$ cat src/rtl/imem_loader.sv
// ---------------------------------------------------------------------------
// imem_loader
// Assembles a byte stream (most-significant byte first) into 32-bit words
// and writes them to consecutive word addresses of an instruction memory,
// starting at BASE_ADDR. The processor is held halted until a HLT word
// (bits [31:26] all ones) has been written. If memory fills up before a HLT
// word arrives, the loader latches an overflow error that only reset clears.
//
// Ports
//   i_clk1          sole clock, rising edge
//   i_rst           synchronous active-high reset
//   i_start         one-cycle pulse that begins a program load
//   i_in_data       program byte stream
//   i_in_valid      i_in_data holds a valid byte
//   o_in_ready      loader accepts a byte this cycle
//   o_mem_we        one-cycle word write strobe
//   o_mem_addr      word address of the write
//   o_mem_wdata     assembled word
//   o_cpu_hold      processor held halted while high
//   o_done          load finished with HLT word written
//   o_word_count    words written in the current load
//   o_overflow_err  memory filled with no HLT word present
// ---------------------------------------------------------------------------
module imem_loader #(
    parameter int ADDR_W    = 10,
    parameter int BASE_ADDR = 0
) (
    input  logic              i_clk1,
    input  logic              i_rst,
    input  logic              i_start,
    input  logic [7:0]        i_in_data,
    input  logic              i_in_valid,
    output logic              o_in_ready,
    output logic              o_mem_we,
    output logic [ADDR_W-1:0] o_mem_addr,
    output logic [31:0]       o_mem_wdata,
    output logic              o_cpu_hold,
    output logic              o_done,
    output logic [ADDR_W:0]   o_word_count,
    output logic              o_overflow_err
);

    typedef enum logic [2:0] {
        S_IDLE,
        S_LOAD,
        S_WRITE,
        S_DONE,
        S_ERR
    } state_t;

    localparam logic [ADDR_W-1:0] LP_BASE = ADDR_W'(BASE_ADDR);
    localparam logic [ADDR_W-1:0] LP_TOP  = '1;

    state_t              r_state;
    state_t              w_next;
    logic [1:0]          r_byte_idx;
    logic [31:0]         r_buf;
    logic [ADDR_W-1:0]   r_addr;
    logic [ADDR_W:0]     r_word_count;

    logic                w_accept;
    logic                w_hlt;
    logic                w_top;
    logic                w_start_ok;

    // Address never wraps: at the top word it holds, and the FSM leaves
    // for DONE or ERR on that same write.
    function automatic logic [ADDR_W-1:0] f_addr_inc(input logic [ADDR_W-1:0] a);
        return (a == LP_TOP) ? a : a + ADDR_W'(1);
    endfunction

    assign w_accept   = (r_state == S_LOAD) && i_in_valid;
    assign w_hlt      = (r_buf[31:26] == 6'b111111);
    assign w_top      = (r_addr == LP_TOP);
    assign w_start_ok = ((r_state == S_IDLE) || (r_state == S_DONE)) && i_start;

    // Next state and outputs
    always_comb begin
        w_next         = r_state;
        o_in_ready     = 1'b0;
        o_mem_we       = 1'b0;
        o_cpu_hold     = 1'b1;
        o_done         = 1'b0;
        o_overflow_err = 1'b0;
        unique case (r_state)
            S_IDLE: begin
                if (i_start) w_next = S_LOAD;
            end
            S_LOAD: begin
                o_in_ready = 1'b1;
                if (w_accept && (r_byte_idx == 2'd3)) w_next = S_WRITE;
            end
            S_WRITE: begin
                o_mem_we = 1'b1;
                // HLT at the top address still counts as a clean finish.
                if (w_hlt)      w_next = S_DONE;
                else if (w_top) w_next = S_ERR;
                else            w_next = S_LOAD;
            end
            S_DONE: begin
                o_cpu_hold = 1'b0;
                o_done     = 1'b1;
                if (i_start) w_next = S_LOAD;
            end
            S_ERR: begin
                o_overflow_err = 1'b1;
            end
            default: w_next = S_IDLE;
        endcase
    end

    // State register
    always_ff @(posedge i_clk1) begin
        if (i_rst) r_state <= S_IDLE;
        else       r_state <= w_next;
    end

    // Datapath and counters
    always_ff @(posedge i_clk1) begin
        if (i_rst) begin
            r_byte_idx   <= 2'd0;
            r_addr       <= LP_BASE;
            r_word_count <= '0;
        end else if (w_start_ok) begin
            r_byte_idx   <= 2'd0;
            r_addr       <= LP_BASE;
            r_word_count <= '0;
            r_buf        <= '0;
        end else if (w_accept) begin
            r_buf      <= {r_buf[23:0], i_in_data};
            r_byte_idx <= r_byte_idx + 2'd1;
        end else if (r_state == S_WRITE) begin
            r_word_count <= r_word_count + (ADDR_W+1)'(1);
            r_addr       <= f_addr_inc(r_addr);
            r_byte_idx   <= 2'd0;
        end
    end

    assign o_mem_addr   = r_addr;
    assign o_mem_wdata  = r_buf;
    assign o_word_count = r_word_count;

endmodule
$ cat config.mk
export PLATFORM = sky130hd
export DESIGN_NAME = imem_loader
export DESIGN_NICKNAME = d
export VERILOG_FILES = /design/src/rtl/imem_loader.sv
export SDC_FILE = /design/constraint.sdc
export NUM_CORES = 1
export LEC_CHECK = 0
export BUFFER_PORTS_ARGS = -buffer_cell sky130_fd_sc_hd__buf_2
export CAP_MARGIN = 40
export CORE_UTILIZATION = 35
export DETAILED_ROUTE_END_ITERATION = 8
export GPL_ROUTABILITY_DRIVEN = 0
export PLACE_DENSITY = 0.6
export SETUP_SLACK_MARGIN = 0.02
export SYNTH_ARGS = -nofsm -noshare
export SYNTH_HDL_FRONTEND = slang
export SYNTH_SLANG_ARGS = --single-unit
$ cat constraint.sdc
create_clock -name i_clk1 -period 3.8 [get_ports i_clk1]
set_clock_uncertainty 0.2 [all_clocks]
set_input_delay 1.14 -clock i_clk1 [delete_from_list [all_inputs] [get_ports i_clk1]]
set_output_delay 1.14 -clock i_clk1 [all_outputs]
set_load 0.01 [all_outputs]
### Word level (Yosys, flattened, before mapping)

Cells that the tools add are included.

* reduce and logical (&&, ||, !) cells: 13
* bitwise gates (word level): 4
* add/sub/neg operators: 3
* equal/unequal tests: 9
* mux-type cells: 13

Operators by type and width (count)
* two-way mux 32 bit: 1
* two-way mux 3 bit: 4
* case mux 3 bit (4 select lines): 1
* adder 11 x 1 -> 11 bit, second input constant: 1
* adder 10 x 1 -> 10 bit, second input constant: 1
* equality test 10 bit, second input constant: 1
* equality test 3 x 2 -> 1 bit, second input constant: 2
* equality test 6 bit, second input constant: 1
* AND reduction 3 bit: 2
* two-way mux 1 bit: 5
* two-way mux 2 bit: 2
* != test 2 x 1 -> 1 bit, second input constant: 2
* inverter 1 bit: 4
* AND reduction 2 bit: 2
* nonzero test 2 bit: 2
* OR reduction 2 bit: 2
* equality test 3 x 1 -> 1 bit, second input constant: 1
* equality test 3 bit, second input constant: 1
* logical AND 1 bit: 3
* zero test 3 bit: 1
* adder 2 x 1 -> 2 bit, second input constant: 1
* equality test 2 bit, second input constant: 1
* logical OR 1 bit: 1

* flip-flop bits (word level): 58
* output and inout bits: 58
* input bits: 12
* logic and storage cells: 47

### Logic depth before layout (Yosys ltp)

* depth in word-level cells: 5
* gate-level depth with buffers: 8
* depth with buffers taken out: 5

### Worst setup path before layout

No wires, ideal clock.

* path type: input-to-reg
* from: input port i_start
* to: register r_buf[0] (netlist: o_mem_wdata[0]), enable pin
* slack: -4 ps
* arrival time: 3172 ps
* path buffers: 1
* library setup time: 432 ps
* required time: 3168 ps
* stages on the path: 4
* cell sequence: nor2b_1 -> nand2_1 -> clkbuf_1 -> a21oi_1

* word-level cells in the longest chain between the ends: 3

Ends and longest elaborated chain
* start, declared: line 30 `input logic i_start,`
* logical AND 1 bit: line 75 `assign w_start_ok = ((r_state == S_IDLE) || (r_state == S_DONE)) && i_start;`
* nonzero test 2 bit (no source line)
* AND reduction 2 bit (no source line)
* end signal, assigned: line 130 `r_buf <= {r_buf[23:0], i_in_data};`
* end, declared: line 57 `logic [31:0] r_buf;`

Every way passes these cells.
A chain may end at the register's enable or synchronous reset.

### Final worst setup path

* from: register r_state[1]
* to: output port o_mem_we

* word-level cells in the longest chain between the ends: 2

Ends and longest elaborated chain
* start, declared: line 54 `state_t r_state;`
* start signal, assigned: line 115 `else r_state <= w_next;`
* equality test 3 x 2 -> 1 bit: line 85 `unique case (r_state)`
* two-way mux 1 bit: line 85
* end, declared: line 34 `output logic o_mem_we,`

Every way passes these cells.

==> impl_metrics.toml <==
[run_status]
status = "finished with violations"
violations = "DRC"

[setup_path]
arrival_ns = 1.66
start_kind = "flop"
critPathLaunch = "r_state[1]$_SDFFE_PP0P_"
rr_endpoint = "o_mem_wdata[2]$_SDFFCE_PP0P_"
ff2ff_path_depth = 4
r2r-start = "r_state[0]$_SDFFE_PP0P_"
crit_type = "flop to primary output"
required_ns = 2.46
rrSetupSlack_ns = 1.52
crit_path_end_kind = "primary output"
path_max_fanout = 12
endpoint = "o_mem_we"

[timing]
fin_ws_ns = 0.797
worst_pin_slew_ns = 0.561
finalSetupViolations = 0
drv_slew = 0
finalCriticalPeriod_ns = 3.00
holdWs_ns = 0.274
timing.fmax_mhz = 333
hold_viol = 0
relSlewSlack = 0.623
fin_crit_sh = 0.790
rsz0062_at_grt = "false"
setup_tns_ns = 0

[cells_and_area]
fillers = 643
final_core_util = 0.457
area_delta_synth_final_pct = 26.6
diodes = 0
layout_commonest_cell = "buf_2"
mostFrequentLayoutCells = "buf_2 (69), and2_1 (32), edfxtp_1 (32)"
drive_gt1_frac = 0.305
fin_nets = 306

[global_route]
gr-usage-all-layers = 0.135
grt_pass1_wl_mm = 7.59
grt_start_max_net_pins = 35
grt_pass1_vias = 1617
antenna_found_initial = 0
grt_overflow = 0

[cts]
cts_hold_buffers = 0
cts.sinks = 58
htreeDepth = 3
clk_pin_slew_ns = 0.06
insertion_delay_ns = 0.33
cts_resized = 0
cts_tree = "yes"
cts_buffers = 9
clockRootBuffer = "clkbuf_8"
post_cts_buffers = 0
cts_buffer_depth = 2

[logic_synthesis]
synthArstFlopShare = 0
ys_ff_latch = 58
synth.yosys.warnings = 0
synth.distinct_cells = 41
syn_inst = 217
syn_nets = 232
synth_ff_type = "edfxtp_1"
synth_seq_area_share = 0.604
syn_area_sq_mm = 0.00245
synth_edf_count = 32
syn-mean-instance-area_sq_um = 11.3

[placement]
place_ws_ns = 0.909
port_buffers = 69
hpwl_mm = 3.36

[drt]
finalWirelength_mm = 4.87
ant_nets = 0
drcViolationCount = 1
firstDrtPassIters = 6
dr_total_vias = 1849
wl_per_cell_um = 12.5
via_per_inst = 4.73
first_iter_violations = 56

[die]
fp.dieW_um = 85.7
die_y_um = 85.7
io_pins = 70
rows = 30
die_area_sq_mm = 0.00735
start_util = 0.361
core-area_sq_mm = 0.00679

[pwr]
power_frac_seq = 0.506
intPower_mw = 1.09
power_frac_clock = 0.435
switching_power_uw = 294
pwr-share-comb = 0.060
swShare = 0.213
leakagePower_nw = 1.23
pwr_density_cell_mw_per_mm2 = 445
ir_drop_mv = 0.228

[job]
drv_cap = 0

[min_path]
hold_path.class = "flop to flop"
[through the flow]
step	area, sq um	instances	total power, mW
final	3110	391	1.38
after global routing	3110	391	1.44
after CTS	3110	391	1.40
after detailed placement	2900	376	0.797
after global placement	2900	376	0.794
after floorplan	2460	217	0.760
[routing by layer]
metal  vias up  global-route usage  routed length [um]
met5         -                   0                   0
met3         4              0.0645                 353
li1        924                   -                   -
met1       864               0.169                2200
met4         0              0.0500                  34
met2        57               0.204                2290
[power by group through the flow]
| stage | sequential, mW | clock (mW) | combinational (mW) |
|---|---|---|---|
| after global routing | 0.701 | 0.645 | 0.0912 |
| final | 0.699 | 0.600 | 0.0823 |
| after detailed placement | 0.713 | 0 | 0.0840 |
| after CTS | 0.699 | 0.617 | 0.0842 |
| after floorplan | 0.720 | 0 | 0.0393 |
| after global placement | 0.712 | 0 | 0.0822 |
[registers in the layout (all words and copies together), names as in the netlist]
| register | flops |
|---|---|
| o_mem_addr | 10 |
| o_mem_wdata | 32 |
| o_word_count | 11 |
| r_byte_idx | 2 |
| r_state | 3 |
[cells in the mapped netlist, types with 4 or more instances]
cell type / n / area share
nor2_1: 20 / 0.031
nand3_1: 12 / 0.024
a21oi_1: 11 / 0.022
and2_1: 32 / 0.082
xnor2_1: 9 / 0.032
nand4_1: 4 / 0.010
clkbuf_1: 5 / 0.0076
nor3_1: 5 / 0.010
edfxtp_1: 32 / 0.39
nand2_1: 10 / 0.015
dfxtp_1: 26 / 0.21
[worst min path at each step]
| stage | from | end | slack (ns) | depth (start not counted) |
|---|---|---|---|---|
| 2_1_floorplan | r_byte_idx[1]$_SDFFE_PP0P_ | r_byte_idx[1]$_SDFFE_PP0P_ | 0.25 | 2 |
| 3_3_place_gp | r_byte_idx[1]$_SDFFE_PP0P_ | r_byte_idx[1]$_SDFFE_PP0P_ | 0.26 | 2 |
| 3_5_place_dp | r_byte_idx[1]$_SDFFE_PP0P_ | r_byte_idx[1]$_SDFFE_PP0P_ | 0.27 | 2 |
| 4_1_cts | r_byte_idx[1]$_SDFFE_PP0P_ | r_byte_idx[1]$_SDFFE_PP0P_ | 0.28 | 2 |
| 5_1_grt | r_byte_idx[1]$_SDFFE_PP0P_ | r_byte_idx[1]$_SDFFE_PP0P_ | 0.31 | 2 |
| 6_report | r_byte_idx[1]$_SDFFE_PP0P_ | r_byte_idx[1]$_SDFFE_PP0P_ | 0.27 | 2 |
[kinds of logic after synthesis]
group	after synthesis	synth area share
adders and majority gates	3	0.0153
xor gates and xnor gates	12	0.0428
DFF	58	0.604
and+or+nand+nor	106	0.244
muxes	1	0.00408
buffers and inverters	13	0.0301
AOI/OAI and AO/OA	24	0.0597
[critical path, cell delays in order, from the launching register on]
cell      delay [ns]
dfxtp_1         0.46
or3b_1          0.55
clkinv_4        0.18
buf_2           0.15
[cell type report]
| class | count | area [sq um] | area share |
|---|---|---|---|
| clock buffer | 10 | 128 | 0.0411 |
| clock inverter | 5 | 80.1 | 0.0258 |
| inverter | 4 | 20.0 | 0.00644 |
| multi-input combinational | 146 | 910 | 0.293 |
| sequential | 58 | 1480 | 0.477 |
| tap | 96 | 120 | 0.0387 |
| timing repair buffer | 72 | 368 | 0.118 |
Note: power is estimated with default switching activity, not from simulation.
